**src/rtl/sram_pkg.sv**
```systemverilog
// rtl/sram_pkg.sv - Opcodes, mode constant, state type and opcode decode helpers for the SRAM SPI responder
package sram_pkg;

  localparam logic [7:0] SRAM_NOP      = 8'h00;
  localparam logic [7:0] SRAM_WRMR     = 8'h01;
  localparam logic [7:0] SRAM_WRITE    = 8'h02;
  localparam logic [7:0] SRAM_READ     = 8'h03;
  localparam logic [7:0] SRAM_RDMR     = 8'h05;
  localparam logic [7:0] SRAM_SEQ_MODE = 8'h40;

  typedef enum logic [2:0] {INIT, IDLE, CMD, ADDR, DATA, CS_GAP, DONE} sram_state_t;

  function automatic logic op_supported(input logic [7:0] op);
    return (op == SRAM_READ) || (op == SRAM_WRITE) || (op == SRAM_WRMR) || (op == SRAM_RDMR);
  endfunction

  function automatic logic op_has_addr(input logic [7:0] op);
    return (op == SRAM_READ) || (op == SRAM_WRITE);
  endfunction

  function automatic logic op_is_write(input logic [7:0] op);
    return (op == SRAM_WRITE) || (op == SRAM_WRMR);
  endfunction

endpackage

```
**src/rtl/sram_spi_responder_sck_gen.sv**
```systemverilog
// rtl/sram_spi_responder_sck_gen.sv - SPI mode-0 clock: SCK_HALF clks low then high per bit
// rise_o/fall_o flag the cycle before the registered sck edge so callers can act on that same clk.
module sck_gen #(
  parameter int SCK_HALF = 2
) (
  input  logic clk,
  input  logic rst_n,
  input  logic run_i,
  output logic sck_o,
  output logic rise_o,
  output logic fall_o
);

  localparam int CW = $clog2(SCK_HALF);

  logic [CW-1:0] cnt_q, cnt_d;
  logic          sck_q, sck_d;
  logic          half_end;

  assign half_end = (cnt_q == CW'(SCK_HALF - 1));
  assign rise_o   = run_i & ~sck_q & half_end;
  assign fall_o   = run_i & sck_q & half_end;
  assign sck_o    = sck_q;

  always_comb begin
    cnt_d = cnt_q + CW'(1);
    sck_d = sck_q;
    if (!run_i) begin
      cnt_d = '0;
      sck_d = 1'b0;
    end else if (half_end) begin
      cnt_d = '0;
      sck_d = ~sck_q;
    end
  end

  always_ff @(posedge clk or negedge rst_n) begin
    if (!rst_n) begin
      cnt_q <= '0;
      sck_q <= 1'b0;
    end else begin
      cnt_q <= cnt_d;
      sck_q <= sck_d;
    end
  end

endmodule

```
**src/rtl/sram_spi_responder.sv**
```systemverilog
// rtl/sram_spi_responder.sv - One-command-at-a-time SPI master for a serial SRAM, bit-serial data port
// SRAM_SEQ_INIT_EN: after reset, write mode register 8'h40 (sequential) before accepting commands.
module sram_spi_responder
  import sram_pkg::*;
#(
  parameter int SCK_HALF = 2
) (
  input  logic        clk,
  input  logic        rst_n,
  input  logic [7:0]  inst,
  input  logic [23:0] address,
  input  logic [23:0] byte_length,
  input  logic        write_in,
  output logic        mem_out,
  output logic        io_valid,
  output logic        rw_done,
  output logic        sram_cs_n,
  output logic        sram_sck,
  output logic        sram_mosi,
  input  logic        sram_miso
);

`ifdef SRAM_SEQ_INIT_EN
  localparam sram_state_t RESET_STATE = INIT;
`else
  localparam sram_state_t RESET_STATE = IDLE;
`endif
  localparam int GW = $clog2(SCK_HALF) + 1;

  sram_state_t   state_q, state_d;
  logic [26:0]   cnt_q, cnt_d;
  logic [30:0]   sh_q, sh_d;
  logic [7:0]    op_q, op_d;
  logic [23:0]   len_q, len_d;
  logic [GW-1:0] gap_q, gap_d;
  logic          init_q, init_d, abort_q, abort_d;
  logic          cs_n_q, cs_n_d, mosi_q, mosi_d, mem_out_q, mem_out_d;
  logic          io_valid_q, io_valid_d, done_q, done_d;
  logic          run, sck_rise, sck_fall, last_bit;
  logic [26:0]   data_last;

  assign run       = (state_q == CMD) || (state_q == ADDR) || (state_q == DATA);
  assign data_last = {len_q, 3'b000} - 27'd1;
  assign last_bit  = (state_q == CMD)  ? (cnt_q == 27'd7)  :
                     (state_q == ADDR) ? (cnt_q == 27'd23) : (cnt_q == data_last);

  sck_gen #(.SCK_HALF(SCK_HALF)) u_sck_gen (
    .clk    (clk),
    .rst_n  (rst_n),
    .run_i  (run),
    .sck_o  (sram_sck),
    .rise_o (sck_rise),
    .fall_o (sck_fall)
  );

  always_comb begin
    state_d    = state_q;
    cnt_d      = cnt_q;
    sh_d       = sh_q;
    op_d       = op_q;
    len_d      = len_q;
    gap_d      = gap_q;
    init_d     = init_q;
    abort_d    = abort_q;
    cs_n_d     = cs_n_q;
    mosi_d     = mosi_q;
    mem_out_d  = mem_out_q;
    io_valid_d = 1'b0;
    done_d     = done_q;
    unique case (state_q)
      INIT: begin
        op_d    = SRAM_WRMR;
        len_d   = 24'd1;
        sh_d    = {SRAM_WRMR[6:0], SRAM_SEQ_MODE, 16'h0000};
        init_d  = 1'b1;
        abort_d = 1'b0;
        cnt_d   = '0;
        cs_n_d  = 1'b0;
        mosi_d  = SRAM_WRMR[7];
        state_d = CMD;
      end
      IDLE: begin
        if (inst != SRAM_NOP) begin
          op_d    = inst;
          len_d   = byte_length;
          sh_d    = {inst[6:0], op_has_addr(inst) ? address : 24'h000000};
          init_d  = 1'b0;
          abort_d = 1'b0;
          cnt_d   = '0;
          if (op_supported(inst) && byte_length != 24'd0) begin
            cs_n_d  = 1'b0;
            mosi_d  = inst[7];
            state_d = CMD;
          end else begin
            done_d  = 1'b1;
            state_d = DONE;
          end
        end
      end
      CMD, ADDR, DATA: begin
        if (inst == SRAM_NOP && !init_q) abort_d = 1'b1;
        if (sck_rise && state_q == DATA && !op_is_write(op_q)) begin
          mem_out_d  = sram_miso;
          io_valid_d = 1'b1;
        end
        if (sck_fall) begin
          if (abort_d || (state_q == DATA && last_bit)) begin
            cs_n_d  = 1'b1;
            mosi_d  = 1'b0;
            gap_d   = '0;
            state_d = CS_GAP;
          end else begin
            // Command/address (and init data) shift out MSB first; reads clock out zeros.
            sh_d   = {sh_q[29:0], 1'b0};
            mosi_d = sh_q[30];
            if (last_bit) begin
              cnt_d   = '0;
              state_d = (state_q == CMD && op_has_addr(op_q)) ? ADDR : DATA;
            end else begin
              cnt_d = cnt_q + 27'd1;
            end
            if (state_d == DATA && op_is_write(op_q) && !init_q) begin
              mosi_d     = write_in;
              io_valid_d = 1'b1;
            end
          end
        end
      end
      CS_GAP: begin
        if (gap_q == GW'(SCK_HALF - 1)) begin
          init_d = 1'b0;
          if (abort_q || init_q) begin
            state_d = IDLE;
          end else begin
            done_d  = 1'b1;
            state_d = DONE;
          end
        end else begin
          gap_d = gap_q + GW'(1);
        end
      end
      DONE: begin
        if (inst == SRAM_NOP) begin
          done_d  = 1'b0;
          state_d = IDLE;
        end
      end
      default: state_d = RESET_STATE;
    endcase
  end

  always_ff @(posedge clk or negedge rst_n) begin
    if (!rst_n) begin
      state_q    <= RESET_STATE;
      cnt_q      <= '0;
      sh_q       <= '0;
      op_q       <= SRAM_NOP;
      len_q      <= '0;
      gap_q      <= '0;
      init_q     <= 1'b0;
      abort_q    <= 1'b0;
      cs_n_q     <= 1'b1;
      mosi_q     <= 1'b0;
      mem_out_q  <= 1'b0;
      io_valid_q <= 1'b0;
      done_q     <= 1'b0;
    end else begin
      state_q    <= state_d;
      cnt_q      <= cnt_d;
      sh_q       <= sh_d;
      op_q       <= op_d;
      len_q      <= len_d;
      gap_q      <= gap_d;
      init_q     <= init_d;
      abort_q    <= abort_d;
      cs_n_q     <= cs_n_d;
      mosi_q     <= mosi_d;
      mem_out_q  <= mem_out_d;
      io_valid_q <= io_valid_d;
      done_q     <= done_d;
    end
  end

  assign sram_cs_n = cs_n_q;
  assign sram_mosi = mosi_q;
  assign mem_out   = mem_out_q;
  assign io_valid  = io_valid_q;
  assign rw_done   = done_q;

endmodule

```
**config.mk**
```make
export PLATFORM = sky130hd
export DESIGN_NAME = sram_spi_responder
export DESIGN_NICKNAME = d
export VERILOG_FILES = /design/src/rtl/sram_pkg.sv /design/src/rtl/sram_spi_responder_sck_gen.sv /design/src/rtl/sram_spi_responder.sv
export SDC_FILE = /design/constraint.sdc
export NUM_CORES = 1
export LEC_CHECK = 0
export CAP_MARGIN = 40
export CORE_ASPECT_RATIO = 1.25
export CORE_MARGIN = 3
export CORE_UTILIZATION = 50
export DETAILED_ROUTE_END_ITERATION = 10
export DONT_BUFFER_PORTS = 1
export HOLD_SLACK_MARGIN = 0.1
export PLACE_DENSITY = 0.74
export SETUP_SLACK_MARGIN = 0.5
export SLEW_MARGIN = 20
export SYNTH_ARGS = -nofsm -noshare
export SYNTH_HDL_FRONTEND = slang
export SYNTH_SLANG_ARGS = --single-unit
```
**constraint.sdc**
```tcl
create_clock -name clk -period 4 [get_ports clk]
set_input_delay 1 -clock clk [delete_from_list [all_inputs] [get_ports clk]]
set_output_delay 1 -clock clk [all_outputs]
set_load 0.02 [all_outputs]
```
Yosys cells after proc, flatten, opt, wreduce, memory -nomap -nowiden

Index checks and enable logic that the tools add are counted.

Flip-flop bits (word level): 104
Output and inout bits: 6
Bits of input ports: 60
Logic and storage cells: 157

Bitwise gates (word level): 5
Mux-type cells: 65
Add/sub/neg operators: 4
Equal/unequal tests: 29
Reduce and logical (&&, ||, !) cells: 39

Operators by type and width:

| kind                    | number |
|---|---|
| $mux W27                | 4 |
| $mux W31                | 3 |
| $pmux W31 S3            | 1 |
| $pmux W27 S3            | 1 |
| $mux W24                | 2 |
| $pmux W24 S2            | 1 |
| $mux W3                 | 12 |
| $eq A8 B2 Y1 const B    | 4 |
| $mux W1                 | 29 |
| $add A27 B1 Y27 const B | 1 |
| $eq A27 B27 Y1          | 1 |
| $eq A27 B3 Y1 const B   | 1 |
| $eq A27 B5 Y1 const B   | 1 |
| $sub A27 B1 Y27 const B | 1 |
| $reduce_bool A24 Y1     | 1 |
| $ne A2 B2 Y1 const B    | 11 |
| $eq A8 B1 Y1 const B    | 2 |
| $pmux W8 S2             | 1 |
| $reduce_and A4 Y1       | 4 |
| $pmux W1 S3             | 5 |
| $pmux W3 S5             | 1 |
| $eq A3 B3 Y1 const B    | 4 |
| $logic_or A1 B1 Y1      | 9 |
| $reduce_bool A3 Y1      | 3 |
| other kinds (22)        | 39 |

Logic depth before layout (Yosys ltp)

Depth in word-level cells: 16
Depth in mapped cells: 15
Gate-level depth less buffers: 12

By module

A second synthesis with hierarchy kept.

Cells, all modules: 709
Area total of the unflattened synthesis: 6334.8 µm²

Modules (own cells, without submodules):

| module             | times used | sequential area each (µm²) | area an instance (µm²) | cells an instance |
|---|---|---|---|---|
| sram_spi_responder | 1          | 2555.0                     | 6246.0                 | 701 |
| sck_gen            | 1          | 50.0                       | 88.8                   | 8 |

Worst setup path after synthesis

Ideal clock, no wire load.

Path kind: input to register
Start point: in inst[3]
End point: reg cnt_q[21]
Data arrival time: 3.643 ns
Buffers on the path: 2
Slack: 0.274 ns
Stages: 12
Required time: 3.917 ns
Setup time: 0.083 ns
Cell sequence: nor3_1 > nand2_1 > nor4_1 > o22ai_1 > a22o_1 > a21oi_1 > nand3_1 > clkbuf_1 > nor2_1 > clkbuf_1 > nand2_1 > o21ai_0

Cells in the longest elaborated chain, start to end: 7
Elaborated cells between the ends (all ways): 9
Classes of those cells: eq/ne: 2; mux: 2; reduce/logical: 5

Ends and longest elaborated chain:

| item                          | RTL line                  | source |
|---|---|---|
| start, declared               | sram_spi_responder.sv:10  | `input logic [7:0] inst,` |
| $logic_not A8 Y1              | sram_spi_responder.sv:101 | `if (inst == SRAM_NOP && !init_q) abort_d = 1'b1;` |
| $logic_and A1 B1 Y1           | sram_spi_responder.sv:101 |  |
| $mux W1                       | sram_spi_responder.sv:101 |  |
| $mux W1                       | sram_spi_responder.sv:70  | `unique case (state_q)` |
| $logic_or A1 B1 Y1            | sram_spi_responder.sv:107 | `if (abort_d \|\| (state_q == DATA && last_bit)) begin` |
| $ne A2 B2 Y1 (no line)        | --                        |  |
| $reduce_and A4 Y1 (no line) * | --                        |  |
| end signal, assigned          | sram_spi_responder.sv:169 | `cnt_q <= cnt_d;` |
| end, declared                 | sram_spi_responder.sv:31  | `logic [26:0] cnt_q, cnt_d;` |

Every way passes the cells marked *; elsewhere a longest branch is shown, timed or not. The select of a mux whose other input is x is not followed.
A chain may end at the register's enable or synchronous reset.

Worst setup path after layout

Start point: reg len_q[1]
End point: reg sh_q[13]

Cells in the longest elaborated chain, start to end: 8

Ends and longest elaborated chain:

| item                        | RTL line                  | source |
|---|---|---|
| start, declared             | sram_spi_responder.sv:34  | `logic [23:0] len_q, len_d;` |
| start signal, assigned      | sram_spi_responder.sv:172 | `len_q <= len_d;` |
| $sub A27 B1 Y27             | sram_spi_responder.sv:43  | `assign data_last = {len_q, 3'b000} - 27'd1;` |
| $eq A27 B27 Y1              | sram_spi_responder.sv:45  | `(state_q == ADDR) ? (cnt_q == 27'd23) : (cnt_q == data_last);` |
| $mux W1                     | sram_spi_responder.sv:45  |  |
| $mux W1                     | sram_spi_responder.sv:44  | `assign last_bit = (state_q == CMD) ? (cnt_q == 27'd7) :` |
| $logic_and A1 B1 Y1         | sram_spi_responder.sv:107 |  |
| $logic_or A1 B1 Y1          | sram_spi_responder.sv:107 |  |
| $ne A2 B2 Y1 (no line)      | --                        |  |
| $reduce_and A4 Y1 (no line) | --                        |  |
| end signal, assigned        | sram_spi_responder.sv:156 | `sh_q <= '0;` |
| end signal, assigned        | sram_spi_responder.sv:170 | `sh_q <= sh_d;` |
| end, declared               | sram_spi_responder.sv:32  | `logic [30:0] sh_q, sh_d;` |

Every way passes these cells.

==> impl_metrics.yaml <==
placed_design:
  dp_hpwl_um: 10800
  place_area_mm2: 0.00631
  routabilityCongestion: 0.935
  dpl.cell_count: 815
  numPortBuffers: 0
  post-place-ws_ns: 0.0623
timing:
  finalHoldViolCount: 0
  holdWs_ns: 0.321
  fin_ws_ns: 0.298
  worst_slew_pin_slew_ns: 0.843
  slew_headroom_pct: 43.3
  setup_viol: 0
  slew_viol_final: 0
  tns_ns: 0
  period_minus_slack_ns: 3.70
  timing.fmax_mhz: 270
  rsz0062_at_grt: "true"
  fin_worst_skew_ns: 0.0133
  period_share_pct: 92.6
finish:
  utilization_pct: 65.1
  final_layout_size_suffix_gt1_share_pct: 29.5
  area_growth_pct: 26.0
  postLayoutCellArea_mm2: 0.00767
  nets: 770
  finalNonFillerCells: 873
  n_antenna_cell: 0
  final_cell_mix: "dfrtp_1 (97), nand2_1 (51), buf_4 (46)"
  final_common_cell: "dfrtp_1"
detailed_routing:
  wire_per_inst_um: 20.3
  drtIter0Drc: 363
  drc: 0
  first_pass_iters: 5
  vias_per_cell: 6.52
  antenna_left: 0
  via_count: 5696
  wirelength_um: 17800
synth:
  synthAdderAreaFrac_pct: 0.616
  syn_nets: 736
  yosysWarnings: 0
  synthMuxAreaShare_pct: 1.54
  synth_top_family_by_area: "simple AND/OR/NAND/NOR gates"
  netlist_area_mm2: 0.00609
  yosys.area_share.simple_pct: 22.6
  synth_edf_count: 0
  ys_seq_area_share_pct: 42.8
  synth-xor-area-share_pct: 5.94
  ys_ff_latch: 104
  synth.distinct_cells: 68
  ys.flop_type: "dfrtp_1"
  synth_area_per_cell_um2: 9.05
  synthArstFlopShare_pct: 100
  postSynthCellCount: 673
  synth-compound-area-share_pct: 22.2
floorplan:
  start_util_pct: 51.7
  fp.dieH_um: 129
  num_rows: 44
  die_w_um: 105
  core_mm2: 0.0118
  io_pins: 66
  die-area_mm2: 0.0136
cts:
  cts_tree: "built"
  cts_max_path_buffers: 2
  clock_sinks: 104
  cts_hold_buf: 0
  clk_pin_slew_worst_paths_ns: 0.08
  clk_latency_ns: 0.37
  htree_levels: 3
  root_buffer: "clkbuf_16"
  numCtsBuffers: 9
power:
  power_mw: 5.53
  p_leak_nw: 3.25
  ir_drop_mv: 0.560
  powerDensity_mw_per_mm2: 721
global_route:
  use_met1_pct: 28.9
  grt_use_met2_pct: 39.6
  grt-ovfl-total: 0
  antenna_found_initial: 0
  grt_pass1_vias: 5425
  grt_max_degree: 105
  grt_util_all_layers_pct: 23.9
  grt_pass1_wl_um: 26300
  top_usage_layer: "met2"
  grt_use_met3_pct: 6.13
outcome:
  status: "complete, no violations"
critical_path:
  criticalPathCategory: "reg -> reg"
  required_ns: 4.29
  cp-start-kind: "register"
  cp_max_fo: 8
  crit_path_end_kind: "register"
  arrival_ns: 3.99
run:
  cap_violations: 0
min_path:
  worstHoldPathType: "in -> async"
## timing repair
action	in CTS	in global routing
setup endpoints to repair	66	66
cloned	0	11
buffers inserted	16	15
gates resized for setup	30	151
pin swaps	8	66
## path summary, 6_finish.rpt
check,depth (start not counted),slack (ns),end,start
min in group clk,2,0.50,sh_q[17],sh_q[17]
max reg2reg,16,0.30,sh_q[13],len_q[1]
min,0,0.32,len_q[7],rst_n
max,16,0.30,sh_q[13],len_q[1]
min reg2reg,2,0.50,sh_q[17],sh_q[17]
max in group asynchronous,0,3.41,state_q[0],rst_n
## logic make-up (layout without fill, tap and decap cells)
logic type / after synthesis / after routing
AND/OR/NAND/NOR: 263 / 263
AO/OA/AOI/OAI: 203 / 204
flip-flops: 104 / 104
buffers and inverters: 56 / 94
XOR/XNOR: 35 / 35
multiplexers: 9 / 9
adder cells (fa/ha/maj): 3 / 3
## worst max-delay path: stages, from the launching register on
cell and delay (ns):
dfrtp_1 0.42, inv_2 0.10, ha_4 0.13, or3b_4 0.42
buf_6 0.14, nor4_4 0.17, xnor2_2 0.17, or4b_1 0.46
o311a_1 0.14, a31o_1 0.25, nor4_4 0.34, buf_4 0.18
o21a_4 0.26, buf_12 0.16, clkbuf_16 0.15, nand2_2 0.05
o21ai_1 0.08
## flip-flops by register name (all words and copies together) (netlist names), 2 cells and up
name	flops
len_q	24
op_q	8
gap_q	2
sh_q	31
state_q	3
cnt_q	27
## synthesized netlist by cell type, types with 7 or more instances
library cell,number,area [µm²]
dfrtp_1,102,2550
nand2_1,86,323
o21ai_0,40,200
o21ai_1,37,185
a22o_1,31,272
nor3_1,31,155
a22oi_1,29,218
nor2_1,29,109
clkbuf_1,27,101
nand3_1,20,100
a21oi_1,18,90.1
xnor2_1,18,158
or3_1,17,106
nor4_1,16,100
xor2_1,13,114
and3_1,12,75.1
inv_1,11,41.3
buf_2,9,45.0
nand2b_1,8,50.1
nor3b_1,8,60.1
or4_1,8,60.1
o31a_1,7,61.3
## layout make-up
type,instances,area (µm²)
clock buffer,10,239
multi-input combinational,514,3790
tap,161,201
fill,931,4110
inverter,11,41.3
timing repair buffer,67,703
clock inverter,6,83.8
sequential,104,2610
## layer usage
metal | vias to the layer above | wire length, µm
li1 | 2574 | -
met1 | 2828 | 6950
met2 | 240 | 9090
met3 | 54 | 1110
met4 | 0 | 609
met5 | - | 0
## power breakdown
part	internal, mW	leakage [nW]	switching, mW
Clock	0.519	0.158	0.446
Combinational	1.36	1.70	1.68
Sequential	1.26	1.39	0.269
(Power assumes the default switching activity.)
